[src/rtl/stepper_if.sv]
// Control/status bundle between the user control logic and stepper_sequencer.
//   master modport: user side (drives the command, observes status)
//   slave  modport: sequencer side
// Signals:
//   start      command request (level-sampled)
//   stop       abort request, wins over start in the same cycle
//   dir        1 = forward, 0 = reverse
//   steps      number of phase advances for the move
//   period     clocks per phase advance (0 behaves as 1)
//   cnt        2-bit phase index for the coil-phase decoder
//   step_pulse 1-cycle strobe coincident with each cnt change
//   busy       high while steps remain
//   done       1-cycle strobe at the end of a move (normal, aborted or empty)
//   en         coil driver enable
interface stepper_if #(
  parameter int STEPS_W  = 16,
  parameter int PERIOD_W = 16
);
  logic                start;
  logic                stop;
  logic                dir;
  logic [STEPS_W-1:0]  steps;
  logic [PERIOD_W-1:0] period;
  logic [1:0]          cnt;
  logic                step_pulse;
  logic                busy;
  logic                done;
  logic                en;

  modport master (
    output start, stop, dir, steps, period,
    input  cnt, step_pulse, busy, done, en
  );

  modport slave (
    input  start, stop, dir, steps, period,
    output cnt, step_pulse, busy, done, en
  );
endinterface

[src/rtl/stepper_sequencer.sv]
// Stepper phase sequencer.
// Issues a programmed number of phase advances on the 2-bit phase index, one
// every PERIOD clocks in the requested direction, then keeps the coils
// energised for HOLD_CYCLES clocks before dropping the driver enable.
// Ports:
//   i_clk    system clock, all state on the rising edge
//   i_rst    asynchronous, active-high reset
//   if_step  command/status bundle (slave side), see stepper_if
//   o_state  current FSM state (0 = IDLE, 1 = RUN, 2 = HOLD) for observation
//
// Handshake: start acts as a level "valid" with an implicit "ready" that is
// high only in IDLE and HOLD; a command is taken on any rising edge where
// start=1, stop=0 and the sequencer is ready. While RUN is active start is
// ignored, so a held start simply waits for the next IDLE/HOLD cycle.
module stepper_sequencer #(
  parameter int STEPS_W     = 16,
  parameter int PERIOD_W    = 16,
  parameter int HOLD_CYCLES = 1000
) (
  input  logic       i_clk,
  input  logic       i_rst,
  stepper_if.slave   if_step,
  output logic [1:0] o_state
);

  localparam int HOLD_W = (HOLD_CYCLES > 1) ? $clog2(HOLD_CYCLES) : 1;
  // The hold counter is loaded with HOLD_CYCLES-1 and exits when it reads 0,
  // giving exactly HOLD_CYCLES clocks of enable after the final step.
  localparam logic [HOLD_W-1:0] HOLD_LOAD =
    (HOLD_CYCLES > 0) ? HOLD_W'(HOLD_CYCLES - 1) : '0;

  typedef enum logic [1:0] {
    ST_IDLE = 2'd0,
    ST_RUN  = 2'd1,
    ST_HOLD = 2'd2
  } state_t;

  state_t              r_state,  w_state_nx;
  logic [1:0]          r_cnt,    w_cnt_nx;
  logic                r_pulse,  w_pulse_nx;
  logic                r_busy,   w_busy_nx;
  logic                r_done,   w_done_nx;
  logic                r_en,     w_en_nx;
  logic                r_dir,    w_dir_nx;
  logic [STEPS_W-1:0]  r_rem,    w_rem_nx;
  logic [PERIOD_W-1:0] r_period, w_period_nx;
  logic [PERIOD_W-1:0] r_timer,  w_timer_nx;
  logic [HOLD_W-1:0]   r_hold,   w_hold_nx;

  logic [PERIOD_W-1:0] w_period_eff;
  logic                w_accept;
  logic                w_empty_req;
  logic                w_finish;

  // A zero period is promoted to one so the timer never underflows.
  assign w_period_eff = (if_step.period == '0) ? PERIOD_W'(1) : if_step.period;
  assign w_accept     = if_step.start && !if_step.stop && (if_step.steps != '0);
  assign w_empty_req  = if_step.start && !if_step.stop && (if_step.steps == '0);

  always_ff @(posedge i_clk or posedge i_rst) begin
    if (i_rst) begin
      r_state  <= ST_IDLE;
      r_cnt    <= 2'd0;
      r_pulse  <= 1'b0;
      r_busy   <= 1'b0;
      r_done   <= 1'b0;
      r_en     <= 1'b0;
      r_dir    <= 1'b0;
      r_rem    <= '0;
      r_period <= '0;
      r_timer  <= '0;
      r_hold   <= '0;
    end else begin
      r_state  <= w_state_nx;
      r_cnt    <= w_cnt_nx;
      r_pulse  <= w_pulse_nx;
      r_busy   <= w_busy_nx;
      r_done   <= w_done_nx;
      r_en     <= w_en_nx;
      r_dir    <= w_dir_nx;
      r_rem    <= w_rem_nx;
      r_period <= w_period_nx;
      r_timer  <= w_timer_nx;
      r_hold   <= w_hold_nx;
    end
  end

  always_comb begin
    w_state_nx  = r_state;
    w_cnt_nx    = r_cnt;
    w_pulse_nx  = 1'b0;
    w_busy_nx   = r_busy;
    w_done_nx   = 1'b0;
    w_en_nx     = r_en;
    w_dir_nx    = r_dir;
    w_rem_nx    = r_rem;
    w_period_nx = r_period;
    w_timer_nx  = r_timer;
    w_hold_nx   = r_hold;
    w_finish    = 1'b0;

    case (r_state)
      ST_IDLE: begin
        if (w_accept) begin
          w_state_nx  = ST_RUN;
          w_busy_nx   = 1'b1;
          w_en_nx     = 1'b1;
          w_dir_nx    = if_step.dir;
          w_rem_nx    = if_step.steps;
          w_period_nx = w_period_eff;
          w_timer_nx  = w_period_eff - PERIOD_W'(1);
        end else if (w_empty_req) begin
          w_done_nx = 1'b1;
        end
      end

      ST_RUN: begin
        if (if_step.stop) begin
          w_finish = 1'b1;
        end else if (r_timer == '0) begin
          w_cnt_nx   = r_dir ? (r_cnt + 2'd1) : (r_cnt - 2'd1);
          w_pulse_nx = 1'b1;
          w_timer_nx = r_period - PERIOD_W'(1);
          if (r_rem == STEPS_W'(1)) begin
            w_rem_nx = '0;
            w_finish = 1'b1;
          end else begin
            w_rem_nx = r_rem - STEPS_W'(1);
          end
        end else begin
          w_timer_nx = r_timer - PERIOD_W'(1);
        end
      end

      ST_HOLD: begin
        if (if_step.stop) begin
          w_state_nx = ST_IDLE;
          w_en_nx    = 1'b0;
        end else if (w_accept) begin
          // Back-to-back move: enable stays high across the transition.
          w_state_nx  = ST_RUN;
          w_busy_nx   = 1'b1;
          w_dir_nx    = if_step.dir;
          w_rem_nx    = if_step.steps;
          w_period_nx = w_period_eff;
          w_timer_nx  = w_period_eff - PERIOD_W'(1);
        end else begin
          if (w_empty_req) begin
            w_done_nx = 1'b1;
          end
          if (r_hold == '0) begin
            w_state_nx = ST_IDLE;
            w_en_nx    = 1'b0;
          end else begin
            w_hold_nx = r_hold - HOLD_W'(1);
          end
        end
      end

      default: begin
        w_state_nx = ST_IDLE;
        w_busy_nx  = 1'b0;
        w_en_nx    = 1'b0;
      end
    endcase

    // End of move, shared by the last step and an abort.
    if (w_finish) begin
      w_busy_nx = 1'b0;
      w_done_nx = 1'b1;
      if (HOLD_CYCLES == 0) begin
        w_state_nx = ST_IDLE;
        w_en_nx    = 1'b0;
      end else begin
        w_state_nx = ST_HOLD;
        w_hold_nx  = HOLD_LOAD;
      end
    end
  end

  assign if_step.cnt        = r_cnt;
  assign if_step.step_pulse = r_pulse;
  assign if_step.busy       = r_busy;
  assign if_step.done       = r_done;
  assign if_step.en         = r_en;
  assign o_state            = r_state;

endmodule

[src/flat_wrapper.sv]
// flat-port wrapper written by rule: the top's interface ports become plain ports
module stepper_sequencer_flat 
#(
  parameter int STEPS_W     = 16,
  parameter int PERIOD_W    = 16,
  parameter int HOLD_CYCLES = 1000
)
  (i_clk, i_rst, o_state, if_step_start, if_step_stop, if_step_dir, if_step_steps, if_step_period, if_step_cnt, if_step_step_pulse, if_step_busy, if_step_done, if_step_en);
  stepper_if #(.STEPS_W(STEPS_W), .PERIOD_W(PERIOD_W)) if_step_i ();
  input  logic i_clk;
  input  logic i_rst;
  output logic [1:0] o_state;
  input wire logic [$bits(if_step_i.start)-1:0] if_step_start;
  input wire logic [$bits(if_step_i.stop)-1:0] if_step_stop;
  input wire logic [$bits(if_step_i.dir)-1:0] if_step_dir;
  input wire logic [$bits(if_step_i.steps)-1:0] if_step_steps;
  input wire logic [$bits(if_step_i.period)-1:0] if_step_period;
  output wire logic [$bits(if_step_i.cnt)-1:0] if_step_cnt;
  output wire logic [$bits(if_step_i.step_pulse)-1:0] if_step_step_pulse;
  output wire logic [$bits(if_step_i.busy)-1:0] if_step_busy;
  output wire logic [$bits(if_step_i.done)-1:0] if_step_done;
  output wire logic [$bits(if_step_i.en)-1:0] if_step_en;
  assign if_step_i.start = if_step_start;
  assign if_step_i.stop = if_step_stop;
  assign if_step_i.dir = if_step_dir;
  assign if_step_i.steps = if_step_steps;
  assign if_step_i.period = if_step_period;
  assign if_step_cnt = if_step_i.cnt;
  assign if_step_step_pulse = if_step_i.step_pulse;
  assign if_step_busy = if_step_i.busy;
  assign if_step_done = if_step_i.done;
  assign if_step_en = if_step_i.en;
  stepper_sequencer #(.STEPS_W(STEPS_W), .PERIOD_W(PERIOD_W), .HOLD_CYCLES(HOLD_CYCLES)) u_core (.i_clk(i_clk), .i_rst(i_rst), .if_step(if_step_i), .o_state(o_state));
endmodule
[config.mk]
export PLATFORM = sky130hd
export DESIGN_NAME = stepper_sequencer_flat
export DESIGN_NICKNAME = d
export VERILOG_FILES = /design/src/rtl/stepper_if.sv /design/src/rtl/stepper_sequencer.sv /design/src/flat_wrapper.sv
export SDC_FILE = /design/constraint.sdc
export NUM_CORES = 1
export LEC_CHECK = 0
export CAP_MARGIN = 20
export CORE_MARGIN = 2
export CORE_UTILIZATION = 51
export CTS_CLUSTER_SIZE = 30
export DETAILED_ROUTE_END_ITERATION = 10
export PLACE_DENSITY = 0.79
export SLEW_MARGIN = 20
export SYNTH_ARGS = -nofsm -noshare
export SYNTH_HDL_FRONTEND = slang
export SYNTH_SLANG_ARGS = --single-unit
export TNS_END_PERCENT = 20
[constraint.sdc]
create_clock -name i_clk -period 2.4 [get_ports i_clk]
set_input_delay 0.36 -clock i_clk [delete_from_list [all_inputs] [get_ports i_clk]]
set_output_delay 0.36 -clock i_clk [all_outputs]
set_load 0.01 [all_outputs]
==> summary.md, run 1 <==
| Metric | Value |
|---|---|
| Total gr overflow | `0` |
| Async set-reset flop share out of synthesis | `100%` |
| R2r startpoint | `u_core.o_state[0]` |
| Relative slew margins | `69.6%` |
| Die Ht | `91.6 um` |
| Worst min-delay path class | `input pin to async pin` |
| Die area | `8390 um2` |
| GR met2 Demand/Resource | `41.5%` |
| Port Buf Inserts | `44` |
| Max frequency | `410 MHz` |
| Synth cell types | `56` |
| CTS tree | `built` |
| H-tree levels | `3` |
| NetSw | `2.35 mW` |
| Pwr dens | `1040 nW/um2` |
| FF-to-FF End | `u_core.r_timer[15]` |
| # diodes | `0` |
| Leakage | `2.34 nW` |
| Post-synth EDFFs | `0` |
| Share of total power in the clock network | `16.9%` |
| 1st-pass router iterations | `5` |
| Largest net degree at the start of global routing | `34` |
| M3 GR Usage | `6.56%` |
| Worst reg-to-reg setup slack | `-0.04 ns` |
| Die X | `91.6 um` |
| CP max stage delay | `0.42 ns` |
| Rows | `31` |
| Setup WS pre-CTS | `-0.451 ns` |
| Worst EP arrival | `2.74 ns` |
| Global Route Usage Sum | `27.4%` |
| Core Area | `7330 um2` |
| Switch share | `41.7%` |
| Layout Nets | `621` |
| CP required | `2.70 ns` |
| M1 GR Usage | `37.4%` |
| Share of layout cells above drive strength 1 | `23.6%` |
| DRT antenna net count | `0` |
| Final setup margin | `-0.0403 ns` |
| DRC errors left | `0` |
| Final setup fails | `2` |
| Worst r2r path cells | `7` |
| Fin. max-slew vios | `0` |
| Internal | `3.29 mW` |
| DRT iter0 DRCs | `323` |
| Failing checks | `setup timing` |
| Startpoint types | `flip-flop` |
| Status | `complete, but fails checks` |
| Buf+Inv Stages, Crit Path | `0` |
| Final hold vios | `0` |
| Routed Wire Length | `11.5 mm` |
| YS warnings | `0` |
| Clock Skew | `0.00895 ns` |
| Grt peak-use layer | `met2` |
| Crit. End Element | `flip-flop` |
| RSZ-0062 raised after global routing | `true` |
| Count of max-cap constraint violations | `0` |
| Crit-path cells | `nor2b_4 > mux2_2 > a31oi_2 > nand4b_1 > or3_4 > or4_1 > nand3_1` |
| GPL Wtd Cong | `0.902` |
| Vias in the first global route | `3885` |
| Net Count, Synth | `514` |
| Final cycle utilization of the critical path | `102%` |
| Final Critical Period | `2.44 ns` |
| CTS buffer count | `9` |
| Crit-path leading delay family | `simple AND/OR/NAND/NOR gates` |
| Worst hold slack | `0.322 ns` |
| Critical path class | `flip-flop to flip-flop` |
| Root Driver | `clkbuf_8` |
| Sequential Power Share | `36.0%` |
| Wirelength per Cell | `16.8 um` |
| Hpwl dp | `7.78 mm` |
| Starting Density | `53.4%` |
| Worst slew pin tran | `0.453 ns` |
| Worst VDD drop | `0.686 mV` |
| Mapped Area | `3910 um2` |
| Sink Count | `67` |
| Worst-path fanout max | `6` |
| Seq/Total Area, Yosys | `42.9%` |
| Initial antenna violation count | `0` |
| Clock latency on the worst-skew pair | `0.36 ns` |
| I/O pins | `45` |
| First-pass GRT wire length | `18.4 mm` |
| Comb power frac | `47.1%` |
| Vias per Instance | `5.91` |
| Synth Register Bits | `67` |
| Vias | `4042` |
| CTS clk-pin slew, worst paths | `0.08 ns` |
| Clk buf depth | `2` |
| Worst path slowest cell | `dfrtp_2` |
| P&R area growth vs syn | `38.2%` |
| Syn Inst Count | `473` |
| Synth Flop Type | `dfrtp_1` |
| Syn avg cell area | `8.27 um2` |
## flip-flops by register name, summed over array words and instances, names as in the netlist
signal,cells
u_core.r_period,16
u_core.r_rem,16
u_core.r_timer,16
u_core.r_hold,10
u_core.if_step.cnt,2
u_core.o_state,2
u_core.if_step.busy,1
u_core.if_step.done,1
u_core.if_step.en,1
u_core.if_step.step_pulse,1
u_core.r_dir,1
## layout by cell type (no fill, tap or decap), drive strengths merged, types with 8 or more instances in the layout
master,instances
dfrtp,67
nor3,24
nand2,103
buf,76
a21oi,31
a31oi,12
xor2,10
xnor2,10
inv,9
dlymetal6s2s,8
o21ai,55
clkbuf,12
nor4,13
clkdlybuf4s50,36
nor2,35
## synthesized netlist by cell type (all sizes together) (2+ instances only)
library cell	instances	area, um2
nand2	103	389
dfrtp	67	1680
o21ai	55	275
nor2	35	131
a21oi	31	159
nor3	24	120
clkbuf	18	67.6
nor4	13	113
a31oi	12	81.3
xnor2	10	87.6
xor2	10	87.6
inv	9	33.8
nand2b	7	43.8
nand3	7	35.0
and3	6	37.5
buf	6	40.0
mux2	6	71.3
nand4	6	37.5
and2	5	32.5
or3	5	31.3
ha	4	50.1
a211oi	3	22.5
a22oi	3	22.5
or4	3	22.5
a2111oi	2	36.3
nor2b	2	12.5
nor3b	2	15.0
nor4b	2	32.5
o211ai	2	15.0
## how the worst max path moves through the flow
stage | start | end | slack (ns) | cells past startpoint
global placement | if_step_period[7] | u_core.r_timer[8] | -0.39 | 13
global route | u_core.o_state[0] | u_core.r_timer[15] | -0.11 | 7
finish | u_core.o_state[0] | u_core.r_timer[15] | -0.04 | 7
CTS | u_core.o_state[1] | u_core.r_timer[14] | -0.0008 | 9
detailed placement | if_step_period[7] | u_core.r_timer[6] | -0.45 | 13
floorplan | u_core.o_state[0] | u_core.r_timer[10] | 0.003 | 12
## cells by family after synthesis
family,share of synthesized area [%]
and+or+nand+nor,28.0
xor gates and xnor gates,4.48
buffers and inverters,3.61
DFF,42.9
muxes,2.08
AOI/OAI and AO/OA,17.7
adders and majority gates,1.28
## what timing repair did
item	4_1_cts	5_1_grt
pin swaps	7	10
setup endpoints to repair	9	31
gates resized for setup	18	24
buffers inserted	1	4
hold buffers	0	0
## power groups by stage
stage | logic, mW | clock network [mW] | registers [mW]
2_1_floorplan | 1.53 | 0 | 1.90
6_report | 2.66 | 0.952 | 2.03
3_5_place_dp | 2.43 | 0 | 1.99
4_1_cts | 2.50 | 0.962 | 1.98
3_3_place_gp | 2.33 | 0 | 1.97
5_1_grt | 2.92 | 1.02 | 2.08
## final cells by class
type                            count  area, um2
Sequential cell                    67       1680
Timing Repair Buffer              120       1060
Inverter                            9       33.8
Clock buffer                       12        145
Multi-Input combinational cell    373       2310
Tap cell                           99        124
Fill cell                         523       1930
Clock inverter                      4       50.0
## through the flow
step,utilization (%),setup TNS [ns],cell area (um2),cells,power [mW]
floorplan,-,0,3970,473,3.43
global placement,68.0,-5.93,4990,664,4.30
detailed placement,68.0,-7.66,4990,664,4.41
CTS,71.9,-0.000761,5270,680,5.45
global route,73.7,-0.389,5410,684,6.02
finish,73.7,-0.0505,5410,684,5.64
## metal layers
layer	vias up	share of wire [%]
met5	-	0
met4	0	2.7
met3	31	7.3
met2	191	47
met1	1940	43
li1	1880	-
No activity file was read; power rests on OpenSTA's default activity.
==> run 2, diff against run 1 <==
--- a/config.mk
+++ b/config.mk
@@ -10,6 +10,7 @@
 export CORE_UTILIZATION = 51
 export CTS_CLUSTER_SIZE = 30
 export DETAILED_ROUTE_END_ITERATION = 10
+export GPL_TIMING_DRIVEN = 0
 export PLACE_DENSITY = 0.79
 export SLEW_MARGIN = 20
 export SYNTH_ARGS = -nofsm -noshare
==> summary.md, run 2 (same netlist as run 1, synthesis figures left out) <==
| Metric | Value |
|---|---|
| First-pass GRT wire length | `18.6 mm (+0.94%)` |
| CTS tree | `built` |
| DRT iter0 DRCs | `508 (+57%)` |
| Crit-path leading delay family | `simple AND/OR/NAND/NOR gates` |
| Worst EP arrival | `2.72 ns (-0.02 ns)` |
| Die area | `8390 um2 (unchanged)` |
| Root Driver | `clkbuf_8` |
| Area occupied by multi-input gates | `2370 um2 (+2.4%)` |
| Port Buf Inserts | `43 (-2.3%)` |
| GPL Wtd Cong | `0.938 (+4.0%)` |
| Initial antenna violation count | `0 (unchanged)` |
| Starting Density | `53.4% (unchanged)` |
| Post-route insts no fill | `649 (-5.1%)` |
| P&R area growth vs syn | `30.8%` |
| Placed insts | `616 (-7.2%)` |
| Clock latency on the worst-skew pair | `0.36 ns (about the same)` |
| Final cycle utilization of the critical path | `102% (+0.35 points)` |
| Worst path slowest cell | `dfrtp_2` |
| DRC errors left | `0 (unchanged)` |
| RSZ-0062 raised after global routing | `true` |
| Crit-path cells | `buf_4 > nor4b_4 > and4_4 > buf_6 > and3_4 > a21oi_4 > ha_4 > inv_2 > a311oi_4 > buf_4 > a21oi_1 > a21oi_1 > o21ai_1` |
| Worst-path fanout max | `5 (-1)` |
| Global Route Usage Sum | `27.8% (+0.44 points)` |
| Failing checks | `setup timing` |
| Buf+Inv Stages, Crit Path | `4 (+4)` |
| Rows | `31 (unchanged)` |
| Clock Skew | `0.0127 ns (+0.00379 ns)` |
| Critical path class | `flip-flop to flip-flop` |
| # diodes | `0 (unchanged)` |
| Final setup fails | `4 (+2)` |
| Wirelength per Cell | `17.8 um (+6.1%)` |
| Vias in the first global route | `3669 (-5.6%)` |
| Final Critical Period | `2.45 ns (+0.00840 ns)` |
| Pwr dens | `1090 nW/um2 (+4.1%)` |
| Largest net degree at the start of global routing | `47 (+38%)` |
| Stages on the worst setup path | `13 (+6)` |
| Die X | `91.6 um (unchanged)` |
| Worst VDD drop | `0.727 mV (+6.0%)` |
| Layout Nets | `586 (-5.6%)` |
| Total gr overflow | `0 (unchanged)` |
| Vias per Instance | `6.14 (+3.9%)` |
| 1st-pass router iterations | `5 (unchanged)` |
| Worst reg-to-reg setup slack | `-0.05 ns (about the same)` |
| CTS clk-pin slew, worst paths | `0.07 ns (about the same)` |
| Worst r2r path cells | `13 (+6)` |
| Worst min-delay path class | `input pin to async pin` |
| DRT antenna net count | `0 (unchanged)` |
| Leakage | `2.09 nW (-11%)` |
| Die Ht | `91.6 um (unchanged)` |
| Count of max-cap constraint violations | `0 (unchanged)` |
| CTS buffer count | `9 (unchanged)` |
| Startpoint types | `flip-flop` |
| CP required | `2.67 ns (-0.03 ns)` |
| Core Area | `7330 um2 (unchanged)` |
| H-tree levels | `3 (unchanged)` |
| Crit. End Element | `flip-flop` |
| Status | `complete, but fails checks` |
| Share of layout cells above drive strength 1 | `18.0% (-5.6 points)` |
| Commonest non-fill, non-tap cells in the layout | `nand2_1 (102), dfrtp_1 (65), o21ai_0 (51)` |
| Relative slew margins | `63.5% (-6.0 points)` |
| Final hold vios | `0 (unchanged)` |
| Vias | `3983 (-1.5%)` |
| Hpwl dp | `7.60 mm (-2.3%)` |
| Top Registers | `u_core.r_period x16, u_core.r_rem x16, u_core.r_timer x16` |
| Most common cell after layout, fill and taps aside | `nand2_1` |
| Sequential Area | `1680 um2 (unchanged)` |
| I/O pins | `45 (unchanged)` |
| Routed Wire Length | `11.6 mm (+0.63%)` |
| Final setup margin | `-0.0487 ns (-0.00840 ns)` |
| Clk buf depth | `2 (unchanged)` |
| Max frequency | `408 MHz (-0.34%)` |
| Sink Count | `67 (unchanged)` |
| Fillcell total | `546 (+4.4%)` |
| Fin. max-slew vios | `0 (unchanged)` |
| Setup WS pre-CTS | `-0.653 ns (-0.203 ns)` |
| CP max stage delay | `0.43 ns (about the same)` |
| Worst slew pin tran | `0.547 ns (+0.0938 ns)` |
run 2: cell count changes in the layout (fill, tap and decap cells not counted), sizes merged:
cell	change
buf	-50
clkbuf	+14
clkdlybuf4s50	-2
dlymetal6s2s	-8
dlygate4sd2	+9
clkinv	+2
run 2: area by class of cell:
class,instances,share of cell area [%]
Clock inverter,6,1.32
Timing Repair Buffer,63,11.5
Multi-Input combinational cell,373,46.3
Tap cell,99,2.42
Inverter,9,0.709
Clock buffer,10,2.49
Buffer,22,2.47
Sequential cell,67,32.8
run 2: timing repair:
action,4_1_cts,5_1_grt
endpoints found under the hold margin,0,0
resized for setup,36,30
hold buffers,0,0
gates cloned,0,1
setup endpoints to repair,50,45
pin swaps,12,5
setup buffers,14,4
run 2: worst paths after layout:
check                                            from               endpoint
worst max-delay path                u_core.o_state[1]      u_core.r_timer[6]
worst min-delay path                            i_rst       u_core.r_hold[5]
worst max register to register      u_core.o_state[1]      u_core.r_timer[6]
worst min register to register  u_core.if_step.cnt[1]  u_core.if_step.cnt[1]
max in group asynchronous                       i_rst        u_core.r_rem[5]
min in group i_clk              u_core.if_step.cnt[1]  u_core.if_step.cnt[1]
run 2: routing by layer:
metal,track usage [%],wire [um],vias up
met1,40.2,4930,1892
met2,41.7,5210,231
met4,8.71,337,0
met5,0,0,-
li1,-,-,1818
met3,6.14,1090,42
run 2: power breakdown:
| part | switching [mW] | internal (mW) |
|---|---|---|
| sequential | 0.523 | 1.57 |
| combinational | 1.45 | 1.06 |
| clock | 0.469 | 0.481 |
| total | 2.45 | 3.11 |
run 2: metrics by stage:
stage | instance area [um2] | hold WS, ns | TNS (ns) | util [%] | total power, mW
after floorplan | 3970 | 0.440 | 0 | - | 3.43
after global placement | 4530 | 0.458 | -79.35 | 61.7 | 4.02
after detailed placement | 4560 | 0.468 | -22.86 | 62.1 | 4.11
after CTS | 4980 | 0.321 | -0.00933 | 68.0 | 5.29
after global routing | 5120 | 0.349 | -1.23 | 69.8 | 5.91
final | 5120 | 0.316 | -0.131 | 69.8 | 5.56
